### src/rtl/game_sequencer.sv
// game_sequencer
//   Game-state controller for the Flappy VGA design. It turns the centre
//   button into start / acknowledge events, tracks lives and score, and
//   sequences the movement datapaths through Start/Ack/Run/Freeze.
//
//   state | meaning
//   IDLE  | waiting for a button press to start a game
//   RUN   | game in progress, movement enabled
//   HIT   | non-fatal hit, frozen for GRACE_TICKS ticks
//   OVER  | no lives left, Flash blinking, waiting for acknowledge
//
// Ports
//   Clk, Reset_n          clock, asynchronous active-low reset
//   Tick                  game-pace enable (grace and flash counters only)
//   BtnC                  raw centre button (asynchronous)
//   Collide, Coin_Hit     synchronous levels from obstacle / coin logic
//   Start_Pulse/Ack_Pulse one-cycle strobes to RAM and flight control
//   Run, Freeze           movement enable / movement hold
//   Score, Lives, Flash   game status for the renderer
//   Hi_Score              best score, present only with GAME_HISCORE_EN
//   Q_Idle..Q_Over        one-hot state
//
// Build option: define GAME_HISCORE_EN to add the Hi_Score register/port.
module game_sequencer #(
  parameter int LIVES       = 3,
  parameter int GRACE_TICKS = 64,
  parameter int FLASH_TICKS = 8,
  parameter int SCORE_MAX   = 999
) (
  input  logic       Clk,
  input  logic       Reset_n,
  input  logic       Tick,
  input  logic       BtnC,
  input  logic       Collide,
  input  logic       Coin_Hit,
  output logic       Start_Pulse,
  output logic       Ack_Pulse,
  output logic       Run,
  output logic       Freeze,
  output logic [9:0] Score,
`ifdef GAME_HISCORE_EN
  output logic [9:0] Hi_Score,
`endif
  output logic [1:0] Lives,
  output logic       Flash,
  output logic       Q_Idle,
  output logic       Q_Run,
  output logic       Q_Hit,
  output logic       Q_Over
);

  localparam logic [3:0] ST_IDLE = 4'b0001;
  localparam logic [3:0] ST_RUN  = 4'b0010;
  localparam logic [3:0] ST_HIT  = 4'b0100;
  localparam logic [3:0] ST_OVER = 4'b1000;

  localparam logic [9:0] SCORE_CAP  = 10'(SCORE_MAX);
  localparam logic [1:0] LIVES_INIT = 2'(LIVES);
  // Counters run 0..N-1; the tick seen at N-1 is the N-th tick.
  localparam logic [7:0] GRACE_LAST = 8'(GRACE_TICKS - 1);
  localparam logic [7:0] FLASH_LAST = 8'(FLASH_TICKS - 1);

  logic       btn_s1, btn_s2, btn_dly;
  logic       coll_dly, coin_dly;
  logic       btn_edge, coll_edge, coin_edge;
  logic [3:0] state, state_nxt;
  logic [9:0] score_nxt, coin_score;
  logic [1:0] lives_nxt;
  logic       flash_nxt, start_nxt, ack_nxt;
  logic [7:0] grace_cnt, grace_nxt;
  logic [7:0] flash_cnt, fcnt_nxt;

  assign btn_edge  = btn_s2 & ~btn_dly;
  // Collide/Coin_Hit are already synchronous, so the raw level is used to
  // react on the first high sample.
  assign coll_edge = Collide & ~coll_dly;
  assign coin_edge = Coin_Hit & ~coin_dly;

  assign coin_score = (Score >= SCORE_CAP) ? SCORE_CAP : Score + 10'd1;

  always_comb begin
    state_nxt = state;
    score_nxt = Score;
    lives_nxt = Lives;
    flash_nxt = Flash;
    grace_nxt = grace_cnt;
    fcnt_nxt  = flash_cnt;
    start_nxt = 1'b0;
    ack_nxt   = 1'b0;
    case (state)
      ST_IDLE: begin
        if (btn_edge) begin
          state_nxt = ST_RUN;
          start_nxt = 1'b1;
          score_nxt = 10'd0;
          lives_nxt = LIVES_INIT;
        end
      end
      ST_RUN: begin
        if (coin_edge) score_nxt = coin_score;
        if (coll_edge) begin
          if (Lives > 2'd1) begin
            lives_nxt = Lives - 2'd1;
            grace_nxt = 8'd0;
            state_nxt = ST_HIT;
          end else begin
            lives_nxt = 2'd0;
            fcnt_nxt  = 8'd0;
            flash_nxt = 1'b0;
            state_nxt = ST_OVER;
          end
        end
      end
      ST_HIT: begin
        if (Tick) begin
          if (grace_cnt == GRACE_LAST) state_nxt = ST_RUN;
          else                         grace_nxt = grace_cnt + 8'd1;
        end
      end
      ST_OVER: begin
        if (Tick) begin
          if (flash_cnt == FLASH_LAST) begin
            flash_nxt = ~Flash;
            fcnt_nxt  = 8'd0;
          end else begin
            fcnt_nxt  = flash_cnt + 8'd1;
          end
        end
        // Acknowledge wins over a coincident flash toggle.
        if (btn_edge) begin
          ack_nxt   = 1'b1;
          flash_nxt = 1'b0;
          fcnt_nxt  = 8'd0;
          state_nxt = ST_IDLE;
        end
      end
      default: state_nxt = ST_IDLE;
    endcase
  end

  always_ff @(posedge Clk or negedge Reset_n) begin
    if (!Reset_n) begin
      btn_s1      <= 1'b0;
      btn_s2      <= 1'b0;
      btn_dly     <= 1'b0;
      coll_dly    <= 1'b0;
      coin_dly    <= 1'b0;
      state       <= ST_IDLE;
      Score       <= 10'd0;
      Lives       <= 2'd0;
      Flash       <= 1'b0;
      grace_cnt   <= 8'd0;
      flash_cnt   <= 8'd0;
      Start_Pulse <= 1'b0;
      Ack_Pulse   <= 1'b0;
      Run         <= 1'b0;
      Freeze      <= 1'b0;
    end else begin
      btn_s1      <= BtnC;
      btn_s2      <= btn_s1;
      btn_dly     <= btn_s2;
      coll_dly    <= Collide;
      coin_dly    <= Coin_Hit;
      state       <= state_nxt;
      Score       <= score_nxt;
      Lives       <= lives_nxt;
      Flash       <= flash_nxt;
      grace_cnt   <= grace_nxt;
      flash_cnt   <= fcnt_nxt;
      Start_Pulse <= start_nxt;
      Ack_Pulse   <= ack_nxt;
      Run         <= (state_nxt == ST_RUN);
      Freeze      <= (state_nxt == ST_HIT) || (state_nxt == ST_OVER);
    end
  end

`ifdef GAME_HISCORE_EN
  // Compared against the score being written on the losing edge, so a coin
  // captured on that same edge still counts.
  always_ff @(posedge Clk or negedge Reset_n) begin
    if (!Reset_n) begin
      Hi_Score <= 10'd0;
    end else if ((state == ST_RUN) && (state_nxt == ST_OVER) && (score_nxt > Hi_Score)) begin
      Hi_Score <= score_nxt;
    end
  end
`endif

  assign Q_Idle = state[0];
  assign Q_Run  = state[1];
  assign Q_Hit  = state[2];
  assign Q_Over = state[3];

endmodule
### config.mk
export PLATFORM = sky130hd
export DESIGN_NAME = game_sequencer
export DESIGN_NICKNAME = d
export VERILOG_FILES = /design/src/rtl/game_sequencer.sv
export SDC_FILE = /design/constraint.sdc
export NUM_CORES = 1
export LEC_CHECK = 0
export CORE_MARGIN = 3
export CORE_UTILIZATION = 55
export DETAILED_ROUTE_END_ITERATION = 7
export HOLD_SLACK_MARGIN = 0.08
export PLACE_DENSITY = 0.8
export SKIP_CTS_REPAIR_TIMING = 1
export SYNTH_ARGS = -nofsm -noshare
export SYNTH_HDL_FRONTEND = slang
export SYNTH_SLANG_ARGS = --single-unit
### constraint.sdc
create_clock -name Clk -period 5.01 [get_ports Clk]
set_clock_uncertainty 0.1 [all_clocks]
set_input_delay 1.503 -clock Clk [delete_from_list [all_inputs] [get_ports Clk]]
set_output_delay 1.503 -clock Clk [all_outputs]
set_load 0.01 [all_outputs]
==> results.cfg, run 1 <==
[global_routing]
gr-usage-all-layers_pct = 21.4
antenna_found_initial = 0
grt_pass1_vias = 1643
grt_overflow_total = 0
grt_first_pass_wirelength_um = 7240
grt_max_degree = 43

[timing]
drv_slew = 0
rsz0062_at_grt = no
worstMarginPinSlew_ns = 1.08
max-slew-margin-rel_pct = 26.6
fin_crit_sh_pct = 65.1
hold_viol_final = 0
period_minus_slack_ns = 3.26
fmax_mhz = 306
setup_viol_count_final = 0
final.setup.tns_ns = 0

[power]
power_leakage_uw = 0.00107
p_per_area_mw_per_mm2 = 297
ir_worst_vdd_v = 0.000221

[floorplanning]
ios = 27
core_area_mm2 = 0.00347
die_x_um = 67.0
die_h_um = 67.0
std_cell_rows = 21
start_util_pct = 59.0
die-area_mm2 = 0.00449

[synth]
avgSynthCellArea_um2 = 9.79
synth-edff-count = 0
netlist_area_mm2 = 0.00205
synth-main-ff-cell = dfrtp_1
synthCells = 209
yosysSeqAreaShare_pct = 51.4
synthDistinctLibCells = 47
ys_ff_latch = 42
async_reset_ff_share_pct = 100
synth_warnings = 0
synth_nets = 218

[setup_path]
r2r_slack_ns = 2.75
worst_ep_arrival_time_ns = 3.36
path_max_fanout = 11
cp.required_ns = 5.10
end_kind = register
path_class = input port to register
regToRegEndpoint = grace_cnt[5]$_DFFE_PN0P_
rr_startpoint = grace_cnt[7]$_DFFE_PN0P_
ff2ff_path_depth = 5
cp-start-kind = input port

[route]
wire_per_inst_um = 14.9
drt-total-wl_um = 4220
drc = 0
dr.first_iter.drc_count = 101
drtAntennaViolNets = 0
vias = 1703
avgViaCountPerCell = 6.02
firstDrtPassIters = 4

[final_layout]
final_net_count = 245
fillCellCount = 261
drive_above_1_share_pct = 9.70
antenna_cells = 0
design_area_mm2 = 0.00248
areaGrowthSynthToFinish_pct = 21.0

[clock_network]
cts_max_level = 2
worstSkewPairLatency_ns = 0.30
cts_tree = done
ctsRootBufferMaster = clkbuf_8
clk_path_buf_depth = 2
cts.sinks = 42
clk_pin_slew_worst_paths_ns = 0.08
numCtsBuffers = 5

[placement]
io_buffers = 26
gp_congestion = 0.861
dpl.hpwl_um = 2990
placedInstanceArea_mm2 = 0.00233

[hold_path]
hold_path.class = register to register
whs_path_depth = 0
min_to = btn_s2$_DFF_PN0_
min_from = btn_s1$_DFF_PN0_

[status]
outcome = finished clean

[flow_run]
cap_violations = 0
==> layout by cell type (no fill, tap or decap), types with 2 or more instances in the layout <==
master           count
a21oi_1             14
a31oi_1              5
and2_1               2
and3_1               9
bufinv_16            2
clkbuf_8             6
clkdlybuf4s50_1     25
dfrtp_1             41
ha_1                 3
inv_1                5
mux2i_1              3
nand2_1             18
nand2b_1             3
nand3_1             15
nand3b_1             2
nand4_1              3
nor2_1              18
nor2b_1              3
nor3_1               6
nor4b_2              2
o21ai_0              8
o21ai_1              6
o221ai_1             2
o31ai_1              7
or2_2                3
or3_1                2
xnor2_1              3
==> Yosys cell counts (all sizes together), types with 2 or more instances <==
master | n | area share, %
a21oi | 15 | 3.9
mux2i | 3 | 1.5
nor3 | 6 | 1.5
or2 | 4 | 1.2
nand2 | 18 | 3.3
nand3b | 2 | 0.73
nor2 | 18 | 3.3
o31ai | 8 | 3.2
o221ai | 2 | 0.86
nor2b | 3 | 0.92
or4b | 2 | 1.2
buf | 3 | 0.67
nand4 | 3 | 0.92
nor4b | 2 | 1.5
or3 | 2 | 0.61
nand3 | 15 | 3.7
and3 | 9 | 2.8
and2 | 2 | 0.61
ha | 3 | 1.8
a31oi | 5 | 1.5
o21ai | 14 | 3.4
nand2b | 4 | 1.3
dfrtp | 41 | 50
clkbuf | 3 | 0.55
xnor2 | 3 | 1.3
inv | 6 | 1.1
==> worst max path at each step <==
stage / startpoint / to / cells past startpoint
3_3_place_gp: Collide / flash_cnt[6]$_DFFE_PN0P_ / 6
4_1_cts: Collide / flash_cnt[6]$_DFFE_PN0P_ / 6
3_5_place_dp: Collide / flash_cnt[5]$_DFFE_PN0P_ / 6
5_1_grt: Collide / flash_cnt[6]$_DFFE_PN0P_ / 6
2_1_floorplan: Collide / Flash$_DFFE_PN0P_ / 6
6_report: Collide / flash_cnt[6]$_DFFE_PN0P_ / 6
==> state kept, by name (all words and copies together) (netlist names) <==
signal and count:
Score 10, flash_cnt 8, grace_cnt 8, state 4, Lives 2, Ack_Pulse 1, Flash 1, Freeze 1
Run 1, Start_Pulse 1, btn_dly 1, btn_s1 1, btn_s2 1, coin_dly 1, coll_dly 1
==> critical path, stage by stage <==
cell             delay [ns]
clkdlybuf4s50_1        0.47
nor2b_1                0.35
nand4b_1               0.19
o21a_1                 0.27
nand2b_2               0.30
o31ai_1                0.27
==> where the power goes <==
| group | switching [uW] | internal (uW) |
|---|---|---|
| Sequential | 11.3 | 349 |
| Combinational | 24.7 | 22.4 |
| Clock | 117 | 213 |
==> cells by family after synthesis <==
group	count (synthesis)	share of synthesized area, %
simple gates	95	25.9
compound gates	51	15.8
flops	42	51.4
buf+inv	12	2.32
xor+xnor	3	1.28
mux	3	1.47
fa+ha+maj	3	1.83
==> layout make-up <==
type / count / area [um^2] / share of cell area (%)
clock buffers: 6 / 82.6 / 3.33
clock inverters: 2 / 60.1 / 2.42
inverters: 6 / 22.5 / 0.909
multi-input cells: 155 / 947 / 38.2
flip-flops and latches: 42 / 1050 / 42.5
well taps: 46 / 57.6 / 2.32
repair buffers: 26 / 255 / 10.3
==> metal layers <==
metal | track usage (%) | part of all wire, % | wire, um
met5 | 0 | 0 | 0
met4 | 9.62 | 1.3 | 53
met3 | 4.89 | 5.1 | 214
met2 | 35.5 | 48 | 2020
met1 | 26.4 | 46 | 1930
==> per-stage QoR <==
| stage | setup slack, ns | total power (uW) | cells | util (%) | hold slack, ns |
|---|---|---|---|---|---|
| 2_1_floorplan | 2.25 | 385 | 209 | - | 0.231 |
| 3_3_place_gp | 1.56 | 412 | 275 | 67.3 | 0.239 |
| 3_5_place_dp | 1.45 | 414 | 275 | 67.3 | 0.239 |
| 4_1_cts | 1.77 | 740 | 283 | 71.4 | 0.259 |
| 5_1_grt | 1.53 | 761 | 283 | 71.4 | 0.271 |
| 6_report | 1.75 | 737 | 283 | 71.4 | 0.257 |
Note: power is estimated with default switching activity, not from simulation.
==> run 2: changes to the inputs <==
- CORE_UTILIZATION: 55 -> 49
- PLACE_DENSITY: 0.8 -> 0.75
- clock period: 5.01 -> 2.9 ns (I/O delays scaled with it)
==> results.cfg, run 2 (same netlist as run 1, synthesis figures left out) <==
[placement]
io_buffers = 26
gp_congestion = 0.882
dpl.hpwl_um = 3050
placedInstanceArea_mm2 = 0.00237

[floorplanning]
core_area_mm2 = 0.00385
die_x_um = 70.6
die_h_um = 70.6
std_cell_rows = 22
die-area_mm2 = 0.00499
ios = 27
start_util_pct = 53.1

[final_layout]
largest_register = Score
final_common_cell = dfrtp_1
drive_above_1_share_pct = 10.8
largest_reg_flops = 10
antenna_cells = 0
largestRegisters = Score: 10 flops, flash_cnt: 8 flops, grace_cnt: 8 flops
areaGrowthSynthToFinish_pct = 20.1
design_area_mm2 = 0.00246
final_net_count = 249
layout_common_cells = dfrtp_1, clkdlybuf4s50_1, nor2_1, nand2_1, nand3_1

[hold_path]
whs_path_depth = 0
min_to = btn_s2$_DFF_PN0_
min_from = btn_s1$_DFF_PN0_
hold_path.class = register to register

[global_routing]
grt_first_pass_wirelength_um = 7110
gr-usage-all-layers_pct = 17.9
grt_overflow_total = 0
grt_pass1_vias = 1541
antenna_found_initial = 0
grt_max_degree = 24

[setup_path]
cp-start-kind = register
cp.required_ns = 1.93
ff2ff_path_depth = 5
cp_slowest_cell = dfstp_2
rr_startpoint = grace_cnt[7]$_DFFE_PN0P_
regToRegEndpoint = grace_cnt[5]$_DFFE_PN0P_
path_buf_inv = 1
crit_path_max_incr_delay_ns = 0.63
crit_chain = clkdlybuf4s50_1
r2r_slack_ns = 0.67
worst_ep_arrival_time_ns = 1.48
path_class = register to primary output
end_kind = primary output
path_delay_family = flip-flops
path_max_fanout = 9

[status]
outcome = finished clean

[power]
p_per_area_mw_per_mm2 = 441
p_total_uw = 1080
p_int_uw = 836
swShare_pct = 22.9
p_sw_uw = 249
comb_power_share_pct = 7.8
clkPwrFrac_pct = 34.8
power_leakage_uw = 0.00106
ir_worst_vdd_v = 0.000291
p_seq_share_pct = 57.4

[route]
m1WireLength_um = 2020
wire_per_inst_um = 14.4
drtAntennaViolNets = 0
drc = 0
wl_met3_um = 160
vias = 1645
top_layer = met4
firstDrtPassIters = 4
avgViaCountPerCell = 5.69
dr.first_iter.drc_count = 90
drt-total-wl_um = 4160
met2_length_um = 1890

[clock_network]
cts.sinks = 42
cts_tree = done
worstSkewPairLatency_ns = 0.29
numCtsBuffers = 5
ctsRootBufferMaster = clkbuf_8
clk_pin_slew_worst_paths_ns = 0.07
cts_max_level = 2
clk_path_buf_depth = 2

[timing]
setup_viol_count_final = 0
worstMarginPinSlew_ns = 1.09
rsz0062_at_grt = no
period_minus_slack_ns = 2.45
hold_viol_final = 0
fin_crit_sh_pct = 84.5
fmax_mhz = 408
max-slew-margin-rel_pct = 26.5
final.setup.tns_ns = 0
drv_slew = 0

[flow_run]
cap_violations = 0
-- run 2: cell types whose count changed in the layout (fill, tap and decap cells not counted), sizes merged --
cell	delta
buf	+4
bufinv	-2
clkbuf	+1
clkinv	+1
-- run 2: layout make-up --
| class | instances | area [um^2] |
|---|---|---|
| Inverter | 6 | 22.5 |
| Clock inverter | 1 | 5.00 |
| Sequential cell | 42 | 1050 |
| Timing Repair Buffer | 30 | 285 |
| Fill cell | 340 | 1400 |
| Tap cell | 48 | 60.1 |
| Clock buffer | 7 | 86.3 |
| Multi-Input combinational cell | 155 | 947 |
-- run 2: how the worst max path moves through the flow --
stage                  startpoint                  endpoint  cells past startpoint
6_report       state[0]$_DFF_PN1_                    Q_Idle                      1
5_1_grt        state[0]$_DFF_PN1_                    Q_Idle                      1
4_1_cts        state[0]$_DFF_PN1_                    Q_Idle                      1
3_5_place_dp              Collide  flash_cnt[6]$_DFFE_PN0P_                      6
3_3_place_gp              Collide          Freeze$_DFF_PN0_                      6
2_1_floorplan             Collide         Flash$_DFFE_PN0P_                      6
-- run 2: power by group through the flow --
stage          sequential [uW]  combinational (uW)  clock (uW)
2_1_floorplan              633                33.1           0
6_report                   623                84.5         378
4_1_cts                    623                86.5         387
3_3_place_gp               633                84.3           0
5_1_grt                    626                93.1         412
3_5_place_dp               633                86.7           0
-- run 2: per-layer routing --
| metal | track usage, % | vias up |
|---|---|---|
| li1 | - | 826 |
| met1 | 24.0 | 784 |
| met2 | 27.9 | 28 |
| met3 | 4.12 | 7 |
| met4 | 7.93 | 0 |
| met5 | 0 | - |
-- run 2: through the flow --
stage                     utilization (%)  instances  hold WS, ns  worst slack (ns)
after floorplan                         -        209        0.231             0.769
after global placement               61.4        281        0.239             0.355
after detailed placement             61.4        281        0.238             0.247
after CTS                            63.8        289        0.264             0.434
after global routing                 63.8        289        0.269             0.406
final                                63.8        289        0.266             0.450
